[config.mk]
export PLATFORM = sky130hd
export DESIGN_NAME = tile_map_arbiter
export DESIGN_NICKNAME = d
export VERILOG_FILES = /design/src/rtl/tile_map_arbiter.sv
export SDC_FILE = /design/constraint.sdc
export NUM_CORES = 1
export LEC_CHECK = 0
export CORE_ASPECT_RATIO = 0.9
export CORE_UTILIZATION = 44
export CTS_BUF_LIST = sky130_fd_sc_hd__clkbuf_16
export DETAILED_ROUTE_END_ITERATION = 12
export PLACE_DENSITY_LB_ADDON = 0.25
export SYNTH_ARGS = -nofsm -noshare
export SYNTH_HDL_FRONTEND = slang
export SYNTH_SLANG_ARGS = --single-unit
[constraint.sdc]
create_clock -name Clk -period 3.05 [get_ports Clk]
set_clock_uncertainty 0.1 [all_clocks]
set_input_delay 0.61 -clock Clk [delete_from_list [all_inputs] [get_ports Clk]]
set_output_delay 0.61 -clock Clk [all_outputs]
set_load 0.02 [all_outputs]
[src/rtl/tile_map_arbiter.sv]
// Tile-map RAM owner: copies the level ROM into the single-port map RAM, then arbitrates
// video reads (fixed priority, bounded run) against two round-robin tank engines.
module tile_map_arbiter #(
  parameter int TILES       = 300,
  parameter int ADDR_W      = 9,
  parameter int DATA_W      = 3,
  parameter int VID_MAX_RUN = 8
) (
  input  logic              Clk,
  input  logic              Reset,
  input  logic              init_start,
  output logic              init_busy,
  output logic              init_done,
  input  logic              vid_req,
  input  logic [ADDR_W-1:0] vid_addr,
  output logic              vid_gnt,
  output logic [DATA_W-1:0] vid_rdata,
  output logic              vid_rvalid,
  input  logic              t1_req,
  input  logic              t1_we,
  input  logic [ADDR_W-1:0] t1_addr,
  input  logic [DATA_W-1:0] t1_wdata,
  output logic              t1_gnt,
  output logic [DATA_W-1:0] t1_rdata,
  output logic              t1_rvalid,
  input  logic              t2_req,
  input  logic              t2_we,
  input  logic [ADDR_W-1:0] t2_addr,
  input  logic [DATA_W-1:0] t2_wdata,
  output logic              t2_gnt,
  output logic [DATA_W-1:0] t2_rdata,
  output logic              t2_rvalid,
  output logic [ADDR_W-1:0] rom_addr,
  input  logic [DATA_W-1:0] rom_data,
  output logic [ADDR_W-1:0] ram_addr,
  output logic              ram_we,
  output logic [DATA_W-1:0] ram_wdata,
  input  logic [DATA_W-1:0] ram_rdata
);

  localparam int                RUN_W     = $clog2(VID_MAX_RUN + 1);
  localparam logic [ADDR_W:0]   CNT_LAST  = (ADDR_W+1)'(TILES);
  localparam logic [ADDR_W:0]   CNT_ONE   = (ADDR_W+1)'(1);
  localparam logic [ADDR_W-1:0] ADDR_LAST = ADDR_W'(TILES - 1);
  localparam logic [RUN_W-1:0]  RUN_MAX   = RUN_W'(VID_MAX_RUN);
  localparam logic [RUN_W-1:0]  RUN_ONE   = RUN_W'(1);
  localparam logic [DATA_W-1:0] BORDER    = DATA_W'(1);

  typedef enum logic {ST_INIT, ST_RUN} state_t;

  state_t            state, state_nx;
  logic [ADDR_W:0]   init_cnt, init_cnt_nx;
  logic [RUN_W-1:0]  run_cnt, run_cnt_nx;
  logic              rr_t2, rr_t2_nx;
  logic              tank_pend;
  logic [ADDR_W-1:0] sel_addr;
  logic              sel_we;
  logic [DATA_W-1:0] sel_wdata;
  logic              gnt_oob;
  logic              vid_vld_p1, t1_vld_p1, t2_vld_p1, oob_p1;
  logic [DATA_W-1:0] rd_data_p1;

  function automatic logic [RUN_W-1:0] sat_inc(input logic [RUN_W-1:0] v);
    return (v == RUN_MAX) ? v : v + RUN_ONE;
  endfunction

  always_comb begin
    state_nx    = state;
    init_cnt_nx = init_cnt;
    run_cnt_nx  = run_cnt;
    rr_t2_nx    = rr_t2;
    init_busy   = 1'b0;
    init_done   = 1'b0;
    vid_gnt     = 1'b0;
    t1_gnt      = 1'b0;
    t2_gnt      = 1'b0;
    rom_addr    = '0;
    ram_addr    = '0;
    ram_we      = 1'b0;
    ram_wdata   = '0;
    sel_addr    = '0;
    sel_we      = 1'b0;
    sel_wdata   = '0;
    gnt_oob     = 1'b0;
    tank_pend   = t1_req | t2_req;
    case (state)
      ST_INIT: begin
        // ROM leads RAM by one cycle: count k fetches ROM[k] and stores ROM[k-1]
        init_busy  = 1'b1;
        run_cnt_nx = '0;
        rom_addr   = init_cnt[ADDR_W-1:0];
        if (init_cnt != '0) begin
          ram_we    = 1'b1;
          ram_addr  = ADDR_W'(init_cnt - CNT_ONE);
          ram_wdata = rom_data;
        end
        if (init_cnt == CNT_LAST) begin
          init_done   = 1'b1;
          state_nx    = ST_RUN;
          init_cnt_nx = '0;
        end else begin
          init_cnt_nx = init_cnt + CNT_ONE;
        end
      end
      default: begin
        vid_gnt = vid_req && !((run_cnt == RUN_MAX) && tank_pend);
        t1_gnt  = !vid_gnt && t1_req && (!rr_t2 || !t2_req);
        t2_gnt  = !vid_gnt && t2_req && !t1_gnt;
        if (vid_gnt) begin
          sel_addr = vid_addr;
        end else if (t1_gnt) begin
          sel_addr  = t1_addr;
          sel_we    = t1_we;
          sel_wdata = t1_wdata;
        end else if (t2_gnt) begin
          sel_addr  = t2_addr;
          sel_we    = t2_we;
          sel_wdata = t2_wdata;
        end
        gnt_oob   = sel_addr > ADDR_LAST;
        ram_addr  = sel_addr;
        ram_we    = sel_we && !gnt_oob;
        ram_wdata = sel_wdata;
        if (t1_gnt)      rr_t2_nx = 1'b1;
        else if (t2_gnt) rr_t2_nx = 1'b0;
        if (t1_gnt || t2_gnt || !tank_pend) run_cnt_nx = '0;
        else if (vid_gnt)                   run_cnt_nx = sat_inc(run_cnt);
        if (init_start) begin
          state_nx    = ST_INIT;
          init_cnt_nx = '0;
        end
      end
    endcase
  end

  // p0 -> p1: grant cycle to RAM data-return cycle
  always_ff @(posedge Clk or posedge Reset) begin
    if (Reset) begin
      state      <= ST_INIT;
      init_cnt   <= '0;
      run_cnt    <= '0;
      rr_t2      <= 1'b0;
      vid_vld_p1 <= 1'b0;
      t1_vld_p1  <= 1'b0;
      t2_vld_p1  <= 1'b0;
      oob_p1     <= 1'b0;
    end else begin
      state      <= state_nx;
      init_cnt   <= init_cnt_nx;
      run_cnt    <= run_cnt_nx;
      rr_t2      <= rr_t2_nx;
      vid_vld_p1 <= vid_gnt;
      t1_vld_p1  <= t1_gnt && !t1_we;
      t2_vld_p1  <= t2_gnt && !t2_we;
      oob_p1     <= gnt_oob;
    end
  end

  assign rd_data_p1 = oob_p1 ? BORDER : ram_rdata;
  assign vid_rvalid = vid_vld_p1;
  assign t1_rvalid  = t1_vld_p1;
  assign t2_rvalid  = t2_vld_p1;
  assign vid_rdata  = vid_vld_p1 ? rd_data_p1 : '0;
  assign t1_rdata   = t1_vld_p1  ? rd_data_p1 : '0;
  assign t2_rdata   = t2_vld_p1  ? rd_data_p1 : '0;

endmodule

* After elaboration in Yosys (flattened, before gate mapping)
Cells that the tools add are included.
Operators by class: order comparisons 1, reduce and logical (&&, ||, !) cells 25, divide/modulo/power cells 0, multiplexer cells 40, add/subtract/negate cells 3, multipliers 0, eq/ne operators 5, shift-type cells 0, bitwise operators 1
Operator list (count):
- two-way mux 9 bit | 7
- two-way mux 10 bit | 3
- two-way mux 3 bit | 9
- two-way mux 1 bit | 17
- two-way mux 4 bit | 4
- adder 10 x 1 -> 10 bit (second input constant) | 1
- equality test 10 x 9 -> 1 bit (second input constant) | 1
- nonzero test 10 bit | 1
- > comparator 9 bit (second input constant) | 1
- logical AND 1 bit | 9
- logical NOT 1 bit | 9
- subtractor 9 x 1 -> 9 bit (second input constant) | 1
- adder 4 x 1 -> 4 bit (second input constant) | 1
- equality test 4 bit (second input constant) | 1
- AND reduction 2 bit | 2
- logical OR 1 bit | 3
- != test 3 x 1 -> 1 bit (second input constant) | 1
- != test 3 x 2 -> 1 bit (second input constant) | 1
- != test 2 bit (second input constant) | 1
- nonzero test 2 bit | 1
- OR 1 bit | 1
Word-level totals: bits of input ports 47, output and inout bits 39, bits in registers 20, memories 0, logic and storage cells 83, memory bits (read-only) 0, bits in latches 0, RAM bits 0

* Logic depth before layout (Yosys ltp)
depth in word-level cells 17, mapped depth 9, depth with buffers taken out 7

* Worst setup path after synthesis
OpenSTA, ideal clock, no wires.
path kind reg-to-output, start reg init_cnt[0], end out ram_addr[6], setup slack 0.434 ns, stages on the path, launching flop included 8, data required time 2.340 ns, arrival 1.906 ns, buffers on the path 0, cells stage by stage dfrtp_1 -> inv_1 -> ha_1 -> nand2b_1 -> or4_1 -> nor3_1 -> a21oi_1 -> o21ai_0
Between the ends: longest elaborated chain between the ends 3, elaborated cells between the ends (all ways) 4, classes of those cells add/sub: 1; mux: 2; reduce/logical: 1
RTL lines:
- start: declaration | RTL line 52 | logic [ADDR_W:0] init_cnt, init_cnt_nx;
- start signal: assignment | RTL line 149 | init_cnt <= init_cnt_nx;
- subtractor 9 x 1 -> 9 bit / nonzero test 10 bit (equally long branches) | RTL line 94, 92
- two-way mux 9 bit * | RTL line 92 | if (init_cnt != '0) begin
- two-way mux 9 bit * | RTL line 86 | case (state)
- end: declaration | RTL line 35 | output logic [ADDR_W-1:0] ram_addr,
Mark *: on every way between the ends. The rest lies on a longest branch, timed or not.

* Final worst setup path
start in vid_addr[2], end out ram_we
Between the ends: longest elaborated chain between the ends 6
RTL lines:
- start: declaration | RTL line 15 | input logic [ADDR_W-1:0] vid_addr,
- two-way mux 9 bit | RTL line 109 | if (vid_gnt) begin
- two-way mux 9 bit | RTL line 86
- > comparator 9 bit | RTL line 120 | gnt_oob = sel_addr > ADDR_LAST;
- logical NOT 1 bit | RTL line 122 | ram_we = sel_we && !gnt_oob;
- logical AND 1 bit | RTL line 122
- two-way mux 1 bit | RTL line 86
- end: declaration | RTL line 36 | output logic ram_we,
Every way passes these cells. The select of a mux whose other input is x is not followed.

==> run metrics <==
Post-synth EDFFs=0; FMAX=336 MHz; CP peak stage delay=0.43 ns; drc violations=0; synthesized area per cell=7.75 um2; CTS max path bufs=2; Max FO, Critical Path=2; WP data arrival=2.27 ns; GRT Total Usage=29.4%; Pwr per Cell Area=697 nW/um2; dpl ws=-0.540 ns; vias in the first global route=1975; Fin. Hold Viols=0; fill count=310; Synth Flop Type=dfrtp_1; outcome=complete, no violations; CTS tree=yes; vias per cell=5.65; Horiz. Die Dim=68.7 um; Worst EP required=2.34 ns; initial antenna violation count=0; post-synthesis sequential area ratio=28.4%; Remaining Overflow, GRT=0; endpoint class of the critical path=primary output; fin crit period=2.98 ns; CTS root buffer=clkbuf_16; final core occ=76.2%; P_leak=1.26 nW; core area=3780 um2; hold buffers post-CTS=0; I/O Pins=86; hold slack=0.413 ns; Startpoint Class=input port; Die H=62.0 um; post-synth cell types=49; DRT Pass-1 Iters=5; CP bufs+invs=2; Inserted Clock Buffers=3; slowest stage cell, crit path=clkdlybuf4s50_1; Worst Max-Slew Pin Slew=0.775 ns; Yosys reg bits=20; global-route wire length before repair=9200 um; Peak supply drop=740 uV; die area=4260 um2; Post-synth ARST share=100%; CP Cell Sequence=clkdlybuf4s50_1, a21o_1, a211o_1, a221o_1, a21oi_2, clkdlybuf4s15_2; routed wire length=5870 um; diode count=0; Slew HR=48.3%; vias after detailed routing=2108; Synth Instances=227; Initial DRC Count=154; Final Max Slew Viols=0; RSZ-0062 raised after global routing=yes; Hold Path Class=reg -> reg; cell row count=21; Clock Latency Late Sink=0.25 ns; MaxCap Viol Count=0; Final setup viols=0; H-tree Lvls=1; Final nets=379; layout cells sized above 1=14.1%; wire per inst=15.7 um; Starting Density=46.5%; area grow syn2layout=63.9%; Port Buffers=85; fin worst setup slack=0.0709 ns; fin crit share=97.7%; largest net degree at the start of global routing=21; Syn Std Cell Area=1760 um2; Top delay family on crit path=compound AO/OA/AOI/OAI gates; WS Path Type=in -> out; global placer's final weighted congestion=0.824; Detail Placement HPWL=4490 um; CTS sink count=20; Clock Pin Slew Worst Setup and Hold Paths=0.06 ns; Post-Syn Nets=278; post-route ant nets=0; YS warnings=0
## where the power goes
part / switching, mW / total, mW / internal (mW)
registers: 0.0783 / 0.415 / 0.337
clock network: 0.101 / 0.361 / 0.260
logic: 0.662 / 1.24 / 0.573
total: 0.841 / 2.01 / 1.17
## worst reg2reg max path: cells and delay by family (launching register included)
family	cells	cell delay (ns)
and+or+nand+nor	1	0.22
adders and majority gates	1	0.20
DFF	1	0.37
buffers and inverters	2	0.25
AOI/OAI and AO/OA	3	0.87
## final timing paths
kind                                         startpoint                 endpoint  slack [ns]  cells past startpoint
worst min register to register   run_cnt[0]$_DFFE_PP0P_   run_cnt[0]$_DFFE_PP0P_        0.41                      1
max in group asynchronous                         Reset     vid_rvalid$_DFF_PP0_        1.67                      2
worst max-delay path                        vid_addr[2]                   ram_we        0.07                      6
worst min-delay path             run_cnt[0]$_DFFE_PP0P_   run_cnt[0]$_DFFE_PP0P_        0.41                      1
min in group asynchronous                         Reset  init_cnt[7]$_DFFE_PP0P_        0.70                      2
worst max register to register  init_cnt[1]$_DFFE_PP0P_  init_cnt[2]$_DFFE_PP0P_        0.93                      7
## cells in the final DEF, fill, tap and decap left out, types with 2 or more instances in the layout
master / instances
dlygate4sd2_1: 10
a21oi_1: 7
xnor2_1: 6
nand3_1: 6
clkbuf_16: 3
o21ai_0: 26
o211ai_1: 8
ha_1: 4
nand2b_1: 6
clkbuf_2: 3
buf_4: 27
nor2_1: 20
and3_1: 5
mux2i_1: 2
clkdlybuf4s50_1: 67
dfrtp_1: 20
a21o_1: 3
and2_1: 7
a31oi_1: 2
o22ai_1: 3
a22o_1: 2
inv_1: 8
xor2_1: 2
nor3_1: 6
clkdlybuf4s15_1: 3
nor2b_1: 13
a32oi_1: 7
nand2_1: 24
## registers in the layout (all words and copies together) (netlist names)
signal,count
run_cnt,4
t1_rvalid,1
state,1
oob_p1,1
vid_rvalid,1
rr_t2,1
init_cnt,10
t2_rvalid,1
## Yosys cell counts (2+ instances only)
cell type | instances | area share (%)
o21ai_0 | 26 | 7.4
nand2_1 | 24 | 5.1
nor2_1 | 21 | 4.5
dfrtp_1 | 20 | 28
nor2b_1 | 13 | 4.6
buf_2 | 9 | 2.6
inv_1 | 8 | 1.7
o211ai_1 | 8 | 3.4
a21oi_1 | 7 | 2.0
a32oi_1 | 7 | 3.5
and2_1 | 7 | 2.5
nand2b_1 | 6 | 2.1
nand3_1 | 6 | 1.7
nor3_1 | 6 | 1.7
xnor2_1 | 6 | 3.0
and3_1 | 5 | 1.8
ha_1 | 4 | 2.8
a21o_1 | 3 | 1.3
clkbuf_1 | 3 | 0.64
o22ai_1 | 3 | 1.1
a22o_1 | 2 | 1.0
a31oi_1 | 2 | 0.71
buf_4 | 2 | 0.85
buf_6 | 2 | 1.3
mux2i_1 | 2 | 1.1
xor2_1 | 2 | 1.0
## per-stage QoR
step / setup TNS, ns / instance area [um2] / instances / total power, mW
2_1_floorplan: 0 / 1760 / 227 / 1.12
3_3_place_gp: -5.86 / 2770 / 366 / 1.66
3_5_place_dp: -6.81 / 2770 / 366 / 1.68
4_1_cts: 0 / 2890 / 373 / 2.00
5_1_grt: -0.0145 / 2880 / 373 / 2.14
6_report: 0 / 2880 / 373 / 2.01
## timing repair
action / CTS / global route
endpoints found under the setup margin: 16 / 12
buffers inserted: 3 / 0
gates resized for setup: 22 / 10
## routing by layer
layer / GRT usage [%] / wire length, um / vias to the layer above / share of wire (%)
met2: 51.0 / 2930 / 99 / 50
met1: 38.5 / 2410 / 998 / 41
met3: 5.66 / 504 / 6 / 8.6
li1: - / - / 1005 / -
met5: 0 / 0 / - / 0
met4: 4.76 / 32 / 0 / 0.55
## cell type report
cell class	instances	area (um2)	area share (%)
clock inverters	1	30.0	1.04
repair buffers	113	1050	36.4
multi-input cells	182	1140	39.6
well taps	46	57.6	2.00
clock buffers	3	75.1	2.60
flip-flops and latches	20	500	17.4
inverters	8	30.0	1.04
## cell families after synthesis
group                    synth area share [%]
buffers and inverters                    7.25
AO/OA/AOI/OAI                            27.0
AND/OR/NAND/NOR                          29.4
multiplexers                             1.14
adder cells (fa/ha/maj)                  2.85
flip-flops                               28.4
XOR/XNOR                                 3.98
(Power assumes the default switching activity.)
==> RTL edit, RTL diff (same settings) <==
Set the parameter `VID_MAX_RUN` to 16 (it was 8).
--- a/src/rtl/tile_map_arbiter.sv
+++ b/src/rtl/tile_map_arbiter.sv
@@ -5,5 +5,5 @@
   parameter int ADDR_W      = 9,
   parameter int DATA_W      = 3,
-  parameter int VID_MAX_RUN = 8
+  parameter int VID_MAX_RUN = 16
 ) (
   input  logic              Clk,
Behaviour: no difference found for any inputs over 10 cycles, from zero or initial values and one cycle with Reset high; that may be too few to reach the edited logic, so the function may still have changed.
==> RTL edit against the unedited design <==
Sequential cell count increased by 1. Global-route usage increased by 0.88 points. Power decreased by 6.3%. Routed wire length increased by 13%. Worst setup slack improved by 0.0027 ns. Synthesized area increased by 0.57%. Sequential power decreased by 5%. Clock power decreased by 23%. Final cell count increased by 4.0%. Die area increased by 0.55%. Via count increased by 6.0%. Count of clock-buffer cells in the layout unchanged. Cell area increased by 5.4%. Critical path type unchanged. Critical endpoint unchanged. Largest cell class is now buffers.
==> RTL edit: results (changes against the unedited design) <==
| Metric | Value |
|---|---|
| Asr flop ratio synth | `1.000 (unchanged)` |
| Drt total wl | `6637 µm (was 5870 µm)` |
| Worst r2r src | `init_cnt[0] (was init_cnt[1])` |
| Vias per inst | `5.758 (was 5.651)` |
| Ranking of synthesized cells by area | `dfrtp_1 30%, a32oi_1 5.9%, nor2_1 5.5% (was dfrtp_1 28%, o21ai_0 7.4%, nand2_1 5.1%)` |
| Reg2Reg Setup Slack | `0.83 ns (was 0.93 ns)` |
| Detailed placer's ending HPWL | `4859 µm (was 4486 µm)` |
| Clock group | `0.000279 W (was 0.000361 W)` |
| Gr usage total | `0.3023 (was 0.2935)` |
| Actual slew at the worst max-slew pin | `0.7837 ns (was 0.7751 ns)` |
| Syn nets | `279 (was 278)` |
| Yosys cell types | `44 (was 49)` |
| Net Sw Frac | `0.4183 (about the same)` |
| Xor/xnor share of the synthesized area | `0.05446 (was 0.03983)` |
| Slowest CP cell | `or4_1 (was clkdlybuf4s50_1)` |
| Commonest cells in the synthesized netlist | `26 x nor2_1, 21 x dfrtp_1, 17 x nand2_1, 17 x o21ai_0, 13 x inv_1 (was 26 x o21ai_0, 24 x nand2_1, 21 x nor2_1)` |
| Detailed Routing Iterations Pass 1 | `4 (was 5)` |
| Layout cells sized above 1 | `0.1988 (was 0.1407)` |
| Vias in the first global route | `2012 (was 1975)` |
| Post-synthesis compound-gate area fraction | `0.2624 (was 0.2696)` |
| Largest registers | `init_cnt (10), run_cnt (5) (was init_cnt (10), run_cnt (4))` |
| Maximum vdd drop | `0.0005663 V (was 0.0007398 V)` |
| Placement Cell Area | `2884 µm² (was 2770 µm²)` |
| CTS clk-pin slew, worst paths | `0.06 ns (about the same)` |
| Leak | `1.311 nW (was 1.261 nW)` |
| Mux cell area share after synthesis | `0.005658 (was 0.01138)` |
| Sequential area share after synthesis | `0.2970 (was 0.2845)` |
| Worst reg-to-reg path cell count | `8 (was 7)` |
| Final hold slack | `0.4449 ns (was 0.4134 ns)` |
| Power Sequential | `0.000396 W (was 0.000415 W)` |
| Mean Syn Cell Area | `7.760 µm² (was 7.750 µm²)` |
| Crit path from | `t1_req (was vid_addr[2])` |
| Post-Place Cells | `380 (was 366)` |
| First-pass GRT wire length | `9784 µm (was 9197 µm)` |
| Largest net degree at the start of global routing | `22 (was 21)` |
| Largest fanout on the critical path | `3 (was 2)` |
| DRT iter0 DRCs | `165 (was 154)` |
| Final #Nets | `394 (was 379)` |
| Status | `finished, final reports clean (unchanged)` |
## RTL edit: through the flow
| stage | total power (W) | worst slack, ns | util | TNS (ns) |
|---|---|---|---|---|
| floorplan | 0.001068 | 0.2081 | - | 0 |
| global placement | 0.001606 | -0.6281 | 0.7622 | -5.857 |
| detailed placement | 0.001625 | -0.7294 | 0.7622 | -7.079 |
| CTS | 0.001861 | -0.1125 | 0.7890 | -0.1294 |
| global route | 0.001998 | -0.03629 | 0.8032 | -0.04828 |
| finish | 0.001884 | 0.07366 | 0.8032 | 0 |
## RTL edit: timing repair
action,4_1_cts,5_1_grt
resized for setup,42,16
setup endpoints to repair,17,16
pin swaps,3,3
gates cloned,1,1
setup buffers,0,2
## RTL edit: area by class of cell
type	count	share of cell area
clock inverters	1	0.001647
flip-flops and latches	21	0.1729
multi-input cells	176	0.3792
repair buffers	128	0.3866
clock buffers	3	0.02470
inverters	13	0.01606
well taps	46	0.01894
## RTL edit: routing by layer
metal / global-route usage / routed length, µm
met5: 0 / 0
met1: 0.3785 / 2647
met4: 0.08418 / 141
met3: 0.05699 / 475
met2: 0.5146 / 3372
## RTL edit: worst max-delay path: cells and delay by family
kind / cells / cell delay, ns
AOI/OAI and AO/OA: 3 / 0.66
buffers and inverters: 2 / 0.47
and+or+nand+nor: 2 / 0.53
## RTL edit: worst max-delay path by stage
| stage | to | depth (start not counted) |
|---|---|---|
| 5_1_grt | ram_we | 7 |
| 2_1_floorplan | ram_addr[8] | 8 |
| 3_5_place_dp | ram_we | 7 |
| 4_1_cts | ram_we | 7 |
| 6_report | ram_we | 7 |
| 3_3_place_gp | ram_we | 7 |
